## src/rtl/ir_frame_decoder.sv

```systemverilog
// NEC-style pulse-distance IR decoder: sync + deglitch, windowed pulse widths, NBITS-bit frames, repeat and inverse checks.
// Latency: raw edge -> filt in 2+FILT cycles, new_code_out 2 cycles later; no backpressure, outputs are single-cycle pulses.
module ir_frame_decoder #(
  parameter int NBITS     = 32,
  parameter int SBD       = 900_000,
  parameter int SSD       = 450_000,
  parameter int RSD       = 225_000,
  parameter int BBD       = 56_000,
  parameter int BSD0      = 56_000,
  parameter int BSD1      = 169_000,
  parameter int MARGIN    = 20_000,
  parameter int FILT      = 16,
  parameter bit LSB_FIRST = 1'b1,
  parameter bit CHECK_INV = 1'b1
) (
  input  logic             clk_in,
  input  logic             rst_n_in,
  input  logic             signal_in,
  output logic [NBITS-1:0] code_out,
  output logic             new_code_out,
  output logic             repeat_out,
  output logic [2:0]       error_out,
  output logic [3:0]       state_out
);

  typedef enum logic [2:0] {
    IDLE   = 3'd0,
    SYNC_B = 3'd1,
    SYNC_S = 3'd2,
    BIT_B  = 3'd3,
    BIT_S  = 3'd4,
    REP_B  = 3'd5,
    DONE   = 3'd6
  } state_t;

  function automatic logic [31:0] win_lo(input int x);
    return (x > MARGIN) ? 32'(x - MARGIN) : 32'd0;
  endfunction

  function automatic logic [31:0] win_hi(input int x);
    return 32'(x + MARGIN);
  endfunction

  function automatic logic in_win(input logic [31:0] d, input int x);
    return (d >= win_lo(x)) && (d <= win_hi(x));
  endfunction

  localparam int FW = $clog2(FILT + 1);
  localparam int CW = $clog2(NBITS + 1);
  localparam logic [FW-1:0] FILT_LAST = FW'(FILT - 1);
  localparam logic [CW-1:0] BIT_LAST  = CW'(NBITS - 1);
  localparam bit INV_EN = CHECK_INV && (NBITS == 32);

  // Per-state timeout: the largest window upper bound reachable from that state
  localparam logic [31:0] TO_SB = win_hi(SBD);
  localparam logic [31:0] TO_SS = (SSD > RSD) ? win_hi(SSD) : win_hi(RSD);
  localparam logic [31:0] TO_BB = win_hi(BBD);
  localparam logic [31:0] TO_BS = (BSD0 > BSD1) ? win_hi(BSD0) : win_hi(BSD1);

  logic          sync1, sync2, filt, filt_d;
  logic [FW-1:0] fcnt;
  logic [31:0]   dur;
  logic          lvl_chg, rise, fall;

  always_ff @(posedge clk_in or negedge rst_n_in) begin
    if (!rst_n_in) begin
      sync1  <= 1'b1;
      sync2  <= 1'b1;
      filt   <= 1'b1;
      filt_d <= 1'b1;
      fcnt   <= '0;
      dur    <= '0;
    end else begin
      sync1  <= signal_in;
      sync2  <= sync1;
      filt_d <= filt;
      if (sync2 == filt) begin
        fcnt <= '0;
      end else if (fcnt == FILT_LAST) begin
        filt <= sync2;
        fcnt <= '0;
      end else begin
        fcnt <= fcnt + FW'(1);
      end
      if (lvl_chg)
        dur <= 32'd1;
      else if (dur != '1)
        dur <= dur + 32'd1;
    end
  end

  // dur still holds the length of the level that just ended on the cycle lvl_chg is seen
  assign lvl_chg = filt ^ filt_d;
  assign rise    = lvl_chg & filt;
  assign fall    = lvl_chg & ~filt;

  state_t           state;
  logic [NBITS-1:0] sr, sr_shift;
  logic [CW-1:0]    cnt;
  logic             rep_en;
  logic             bsd0, bsd1;
  logic [31:0]      sr32;
  logic             inv_bad;

  assign bsd0 = in_win(dur, BSD0);
  assign bsd1 = in_win(dur, BSD1);
  assign sr32 = 32'(sr);
  assign inv_bad = (sr32[15:8] != ~sr32[7:0]) || (sr32[31:24] != ~sr32[23:16]);

  // Overlapping windows resolve to 0 because bsd0 is tested first
  always_comb begin
    sr_shift = sr;
    if (LSB_FIRST)
      sr_shift = (sr >> 1) | (NBITS'(!bsd0) << (NBITS - 1));
    else
      sr_shift = (sr << 1) | NBITS'(!bsd0);
  end

  always_ff @(posedge clk_in or negedge rst_n_in) begin
    if (!rst_n_in) begin
      state        <= IDLE;
      sr           <= '0;
      cnt          <= '0;
      rep_en       <= 1'b0;
      code_out     <= '0;
      new_code_out <= 1'b0;
      repeat_out   <= 1'b0;
      error_out    <= '0;
    end else begin
      new_code_out <= 1'b0;
      repeat_out   <= 1'b0;
      case (state)
        IDLE: begin
          if (fall) begin
            error_out <= '0;
            state     <= SYNC_B;
          end
        end
        SYNC_B: begin
          if (rise) begin
            if (in_win(dur, SBD)) begin
              state <= SYNC_S;
            end else begin
              error_out <= 3'd1;
              state     <= IDLE;
            end
          end else if (dur > TO_SB) begin
            error_out <= 3'd1;
            state     <= IDLE;
          end
        end
        SYNC_S: begin
          if (fall) begin
            if (in_win(dur, SSD)) begin
              sr    <= '0;
              cnt   <= '0;
              state <= BIT_B;
            end else if (in_win(dur, RSD)) begin
              state <= REP_B;
            end else begin
              error_out <= 3'd2;
              state     <= IDLE;
            end
          end else if (dur > TO_SS) begin
            error_out <= 3'd2;
            state     <= IDLE;
          end
        end
        BIT_B: begin
          if (rise) begin
            if (in_win(dur, BBD)) begin
              state <= BIT_S;
            end else begin
              error_out <= 3'd3;
              state     <= IDLE;
            end
          end else if (dur > TO_BB) begin
            error_out <= 3'd3;
            state     <= IDLE;
          end
        end
        BIT_S: begin
          if (fall) begin
            if (bsd0 || bsd1) begin
              sr    <= sr_shift;
              cnt   <= cnt + CW'(1);
              state <= (cnt == BIT_LAST) ? DONE : BIT_B;
            end else begin
              error_out <= 3'd4;
              state     <= IDLE;
            end
          end else if (dur > TO_BS) begin
            error_out <= 3'd4;
            state     <= IDLE;
          end
        end
        REP_B: begin
          if (rise) begin
            if (!in_win(dur, BBD))
              error_out <= 3'd3;
            else if (rep_en)
              repeat_out <= 1'b1;
            else
              error_out <= 3'd6;
            state <= IDLE;
          end else if (dur > TO_BB) begin
            error_out <= 3'd3;
            state     <= IDLE;
          end
        end
        DONE: begin
          if (INV_EN && inv_bad) begin
            error_out <= 3'd5;
          end else begin
            code_out     <= sr;
            new_code_out <= 1'b1;
            rep_en       <= 1'b1;
          end
          state <= IDLE;
        end
        default: state <= IDLE;
      endcase
    end
  end

  assign state_out = {1'b0, state};

endmodule

```

## config.mk

```make
export PLATFORM = sky130hd
export DESIGN_NAME = ir_frame_decoder
export DESIGN_NICKNAME = d
export VERILOG_FILES = /design/src/rtl/ir_frame_decoder.sv
export SDC_FILE = /design/constraint.sdc
export NUM_CORES = 1
export LEC_CHECK = 0
export CAP_MARGIN = 5
export CORE_ASPECT_RATIO = 1.5
export CORE_MARGIN = 5
export CORE_UTILIZATION = 35
export DETAILED_ROUTE_END_ITERATION = 12
export SLEW_MARGIN = 30
export SYNTH_ARGS = -nofsm -noshare
export SYNTH_HDL_FRONTEND = slang
export SYNTH_SLANG_ARGS = --single-unit
```

## constraint.sdc

```tcl
create_clock -name clk_in -period 3.7 [get_ports clk_in]
set_input_delay 0.555 -clock clk_in [delete_from_list [all_inputs] [get_ports clk_in]]
set_output_delay 0.555 -clock clk_in [all_outputs]
set_load 0.02 [all_outputs]
```

==> results.txt, run 1 <==
The average routed wire per standard cell is 17.3 microns. By count the netlist is led by dfrtp_1, nand2_1, nor2_1. Setup violations remaining at the end of the flow were counted as 0.

The final cycle utilization of the critical path came out at 84.7%. The floorplan step defined a core boundary enclosing 17,900 sq um. The gate count after technology mapping is 666. The worst register-to-register path has a depth of 8.

The HPWL after detailed placement is 11,400 microns. The post-cts resize count came out at 0. The mean instance size in the synthesized netlist came out at 9.59 sq um. The initial cell density of the core came out at 35.6%. Setup repair after global routing left no endpoint under its margin. Summing the areas of all and, or, nand and nor instances in the mapped netlist gives 24.5% of the synthesized area. The worst register-to-register path ends at error_out[2]. The highest clock rate is 0.319 GHz. The worst clock skew on the final layout came out at 0.0106 ns.

The worst pin sits at a relative slew slack of 56.7%. The finished cells cover 7610 sq um. The relative area change from synthesis to final layout is 19.1%. The floorplan has 60 rows. The number of antenna violations at the first check in global routing is 0. The number of clock buffers inserted by TritonCTS came out at 17. The count of synthesis-stage warnings from yosys is 0. The CTS sink count came out at 120. The number of max-cap violations came out at 0. The time the worst path needs with I/O delays and setup came out at 3.13 ns.

The maximum fanout encountered on the critical timing path is 15. The average via count per standard cell is 5.43. The number of enable-type register cells in the synthesized netlist is 0. After Yosys synthesis, full adders, half adders and majority gates account for 1.17% of the synthesized area. The number of different library cells used by synthesis comes to 69. The post-route netlist has 14.9% of its cells at a drive strength greater than 1.

The share of the synthesized netlist area taken by xor and xnor gates is 6.72%. The largest net degree at the start of global routing is 69. The maximum count of clock buffers along a single path came out at 2. The count of input and output buffers is 42. The die outline area came out at 21,100 sq um.

The synthesized netlist devotes 10.2% of its cell area to compound gates. The most instantiated flip-flop cell in the synthesis netlist is dfrtp_1. The share of the yosys chip area belonging to registers is 47.1%. In the post-synthesis netlist, the cell with the most instances is dfrtp_1.

The startpoint kind of the worst setup timing path is a register. The count of routing violations after the opening detailed-route iteration is 288. The endpoint type of the worst setup path is a register. The floorplan die height came out at 175 microns.

TritonCTS built the clock tree. The final-report max-slew violation count came out at 0. Summing all placed instances gives a cell area of 7010 sq um. The worst supply voltage drop on vdd came out at 0.293 mV.

The async set-reset flop share out of synthesis came out at 100%. The synthesized design spends more area on one cell type than any other, namely dfrtp_1. The post-cts hold buffer count came out at 0. The count of TritonRoute iterations in the first routing pass came out at 4. The final-stage net count came out at 706. Once detail routing completed, the nets flagged for antenna violations numbered 0.

The run finished with clean final reports. After synthesis, the largest family of logic cells by area is simple AND/OR/NAND/NOR gates. The source of the worst register-to-register timing path is dur[17].

The number of antenna repair diodes is 0. The insertion delay of the later-clocked pin in the worst-skew pair came out at 0.41 ns. The number of global-route vias before repair came out at 5,236. The register bit total from synthesis is 120. The net count after synthesis came out at 675.

By area the synthesized netlist is led by dfrtp_1, mux2_2, nand2_1. The total chip power came out at 3.24 mW. The cell area that synthesis handed to floorplanning was 6390 sq um. The total wirelength of the detailed-routed design came out at 16,000 microns. STA puts the critical path data arrival time at 3.43 ns. The H-tree depth reported by CTS came out at 4. The leakage power figure is 3.27 nW. After clock tree synthesis, the clock-pin slew on the worst setup and hold paths is 0.06 ns. The aggregate global routing overflow is 0. The global placer's final weighted congestion is 0.936. Across all register-to-register paths, the minimum setup slack is 0.57 ns. At the pin with the least slew margin, the transition time is 0.650 ns. The power density over the cells came out at 426 nW/um^2. The share of synthesized area spent on multiplexers is 6.48%. The setup TNS is 0 ns.

The overall fraction of global-route tracks in use is 15.8%. The data required time of the worst path came out at 3.99 ns. The vias after detailed routing came out at 5,033. Buffers added to address setup during post-CTS repair amount to 0. In this run the worst hold path is classified as in -> async. The tightest hold path in the finished design has a slack of 0.142 ns. The final hold violation count is 0. The kind of critical path is reg -> reg. The post-detailed-route DRC marker count is 0. The root buffer cell chosen for the clock tree is clkbuf_16. The number of ports placed on the die boundary came out at 44. The first global-routing pass estimated 26,800 microns of wire.

The top cell type's share of synthesized area came out at 45.4%. The chip width came out at 120 microns.
## registers in the layout, indices dropped and copies added, names as in the netlist
name and count:
error_out 3, filt_d 1, state 3, sync2 1
new_code_out 1, code_out 32, sr 32, repeat_out 1
filt 1, sync1 1, dur 32, fcnt 5
cnt 6, rep_en 1
## metrics by stage
| step | setup slack (ns) | cells | util, % |
|---|---|---|---|
| 6_report | 0.566 | 927 | 42.4 |
| 3_5_place_dp | 0.556 | 895 | 39.1 |
| 5_1_grt | 0.410 | 927 | 42.4 |
| 3_3_place_gp | 0.615 | 895 | 39.1 |
| 2_1_floorplan | 0.959 | 666 | - |
| 4_1_cts | 0.541 | 927 | 42.4 |
## metal layers
| metal | GRT usage, % | vias to the layer above | share of wire, % |
|---|---|---|---|
| li1 | - | 2404 | - |
| met1 | 17.8 | 2489 | 39 |
| met2 | 28.3 | 109 | 54 |
| met3 | 3.35 | 31 | 3.6 |
| met4 | 7.47 | 0 | 3.3 |
| met5 | 0 | - | 0 |
## kinds of logic after synthesis
logic type,Yosys count
xor gates and xnor gates,49
adders and majority gates,6
other,1
AOI/OAI and AO/OA,95
muxes,37
DFF,120
buffers and inverters,55
and+or+nand+nor,303
## cell usage in the layout, fill, tap and decap left out, types with 3 or more instances in the layout
master	instances
clkbuf_16	17
a21oi_1	11
xor2_1	21
o21ai_0	46
nor2b_1	4
dfstp_2	4
nor3_1	22
a2111oi_0	3
a2111oi_2	3
clkinv_4	5
nor4_1	14
dfrtp_1	116
clkdlybuf4s50_1	41
nand4b_1	3
nand2b_1	8
nor3_2	3
mux2_2	35
nor2_1	54
and2_1	9
a21o_1	6
nand4_1	14
nand3_1	27
inv_1	14
or3_1	8
and3_1	15
or2_2	3
nor3b_1	3
nand2_1	96
xnor2_1	28
ha_1	6
buf_4	10
inv_6	3
## worst max path at each step
stage,startpoint,end,slack [ns],cells after the start
after floorplan,dur[18],error_out[0],0.96,9
after global placement,dur[17],error_out[0],0.62,8
after detailed placement,dur[17],error_out[2],0.56,8
after CTS,dur[17],error_out[2],0.54,8
after global routing,dur[15],error_out[2],0.41,8
final,dur[17],error_out[2],0.57,8
## worst max-delay path, cell delays in order, from the launching register on
cell      delay (ns)
dfrtp_1         0.65
or4b_4          0.55
nor4b_1         0.25
a2111o_1        0.18
o211a_1         0.18
o211ai_1        0.14
or3_4           0.43
a211oi_2        0.27
mux2_2          0.36
## final cells by class
| type | instances | area [sq um] |
|---|---|---|
| repair buffers | 53 | 517 |
| inverters | 14 | 52.6 |
| multi-input cells | 491 | 3160 |
| flip-flops and latches | 120 | 3010 |
| well taps | 217 | 272 |
| fillers | 1729 | 10300 |
| clock inverters | 14 | 168 |
| clock buffers | 18 | 429 |
## power breakdown
part	internal, mW	switching [mW]
sequential	1.35	0.0843
clock	1.01	0.654
combinational	0.0565	0.0859
total	2.41	0.824
Power figures use the tool's default switching activity.
==> run 2, diff against run 1 <==
==> constraint.sdc (replaced) <==
create_clock -name clk_in -period 2.9 [get_ports clk_in]
set_input_delay 0.435 -clock clk_in [delete_from_list [all_inputs] [get_ports clk_in]]
set_output_delay 0.435 -clock clk_in [all_outputs]
set_load 0.02 [all_outputs]
==> results.txt, run 2 (same netlist as run 1, synthesis figures left out) <==
The relative slew slack is 64.0%. The run finished, with violations left. The number of antenna violations at the first check in global routing came out at 0.

The number of inserted filler cells in the final layout came out at 1,712. The leakage power figure is 3.54 nW. In this run, CTS created clock tree buffers numbering 17. The count of input and output buffers came out at 42. The die is 120 microns wide. The CTS root buffer is clkbuf_16. The checks that failed: hold timing.

The insertion delay of the later-clocked pin in the worst-skew pair came out at 0.42 ns. The worst setup timing slack at the placement stage came out at 0.0261 ns. The aggregate global routing overflow came out at 0. The final-report max-slew violation count came out at 0. The number of ports placed on the die boundary came out at 44. The clock tree synthesis step divided the H-tree into 4 levels. The final hold violation count came out at 18. The floorplan has 60 rows. The clock input transition at the sequential cells of the worst setup and hold paths is 0.06 ns. The total setup violations reported at the end of the flow is 0. The final-stage net count is 754. Dividing total power by cell area gives a power density of 520 nW/um^2. Measured on the finished design, the core utilization comes to 45.1%. In the final layout, flip-flops and latches occupy 3010 sq um.

The HPWL after detailed placement is 12,100 microns. The average routed wire per standard cell came out at 17.0 microns. In the layout the commonest cells are dfrtp_1, nand2_1, buf_4, nor2_1, o21ai_0. The worst supply voltage drop on vdd came out at 0.425 mV. The placeable core region came out at 17,900 sq um. The number of hold buffers added after CTS was 0. The time the worst path needs with I/O delays and setup is 2.81 ns. The TritonCTS clock tree is yes. The first global-routing pass estimated 27,800 microns of wire. The total wirelength of the detailed-routed design came out at 16,600 microns. The arrival time of the worst setup path came out at 3.11 ns. The final-layout worst hold slack came out at -0.00924 ns. The relative area change from synthesis to final layout came out at 26.5%.

In the routed design, unresolved DRC markers number 0. The number of global-route vias before repair was 5,445. The CTS sink count came out at 120.

The largest registers in the layout are code_out: 32 flops, dur: 32 flops, sr: 32 flops. The count of routing violations after the opening detailed-route iteration is 326. The floorplan die height is 175 microns. The cell area after placement came out at 7380 sq um.

The count of TritonRoute iterations in the first routing pass came out at 4. The clock passes through at most 2 buffers. The measured slew at the worst slew-check pin is 0.535 ns. The post-detailed-route count of antenna-violating nets is 0. In this run the worst path has a maximum fanout of 9.

The worst setup path is captured at a register. The vias after detailed routing is 5,192. The commonest non-fill, non-tap cell in the layout is dfrtp_1. The number of antenna repair diodes came out at 0.

The setup path with the least slack is of type reg -> reg. The number of max-cap violations came out at 0. The largest net degree at the start of global routing is 56. The overall fraction of global-route tracks in use came out at 16.3%. After layout, the worst path uses 97.0% of the clock period. The initial cell density of the core is 35.6%. The worst clock skew on the final layout is 0.00835 ns. For the final routed database, the setup TNS stands at 0 ns.

The worst setup path is launched from a register. The total area of multi-input combinational cells is 3230 sq um. The finished layout cell area is 8080 sq um.

The share of post-route cells with drive strength above 1 is 22.7%. The global placer's final weighted congestion came out at 0.894. The path class of the tightest hold or removal check is in -> async.

The highest clock rate came out at 0.356 GHz. At the worst endpoint, the required time is 3.20 ns. The average via count per standard cell is 5.33. The floorplan step defined a die boundary enclosing 21,100 sq um. The post-layout worst setup margin is 0.0873 ns.
[run 2: cell count changes in the layout (fill, tap and decap cells not counted), sizes merged]
cell,previous run,this run
buf,12,60
inv,19,21
clkinv,5,3
[run 2: area by class of cell]
cell class / instances / area share [%]
repair buffers: 101 / 11.3
flip-flops and latches: 120 / 37.3
inverters: 14 / 0.650
well taps: 217 / 3.36
clock buffers: 18 / 5.43
multi-input cells: 491 / 40.0
clock inverters: 14 / 2.00
[run 2: through the flow]
stage	instances	total power [mW]
global route	975	4.39
finish	975	4.20
CTS	972	4.24
global placement	940	2.07
floorplan	666	1.96
detailed placement	940	2.08
[run 2: final timing paths]
path	start	slack [ns]	cells after the start	to
worst max-delay path	dur[8]	0.09	9	cnt[3]
worst min-delay path	rst_n_in	-0.009	1	dur[0]
worst max register to register	dur[8]	0.09	9	cnt[3]
worst min register to register	sync1	0.36	0	sync2
max in group asynchronous	rst_n_in	2.11	2	dur[11]
min in group clk_in	sync1	0.36	0	sync2
[run 2: worst max-delay path, stage by stage (launching register included)]
cell	delay, ns
dfrtp_1	0.38
or4_4	0.55
or3_1	0.39
and4b_4	0.22
a2111oi_4	0.37
buf_4	0.19
o32ai_4	0.13
nor3_1	0.26
xnor2_1	0.15
nor2_1	0.05
[run 2: per-layer routing]
metal	vias to the layer above	routed length (microns)	global-route usage [%]
met3	33	419	3.64
met2	89	8880	28.8
li1	2492	-	-
met4	0	470	7.23
met1	2578	6810	18.8
met5	-	0	0
[run 2: repair_timing]
action,in CTS,in global routing
resized for setup,0,22
endpoints found under the hold margin,0,0
endpoints found under the setup margin,0,17
setup buffers,0,3
[run 2: power breakdown]
group	switching (mW)	total, mW	internal (mW)
clock network	0.833	2.14	1.31
registers	0.0640	1.79	1.72
logic	0.162	0.270	0.109
total	1.06	4.20	3.14
==> run 3, diff against run 2 <==
==> constraint.sdc (replaced) <==
create_clock -name clk_in -period 2.9 [get_ports clk_in]
set_input_delay 0.435 -clock clk_in [delete_from_list [all_inputs] [get_ports clk_in]]
set_output_delay 0.435 -clock clk_in [all_outputs]
set_load 0.01 [all_outputs]
==> results of run 3 <==
Same layout as run 2 (identical final DEF). Status: finished with violations: hold timing.
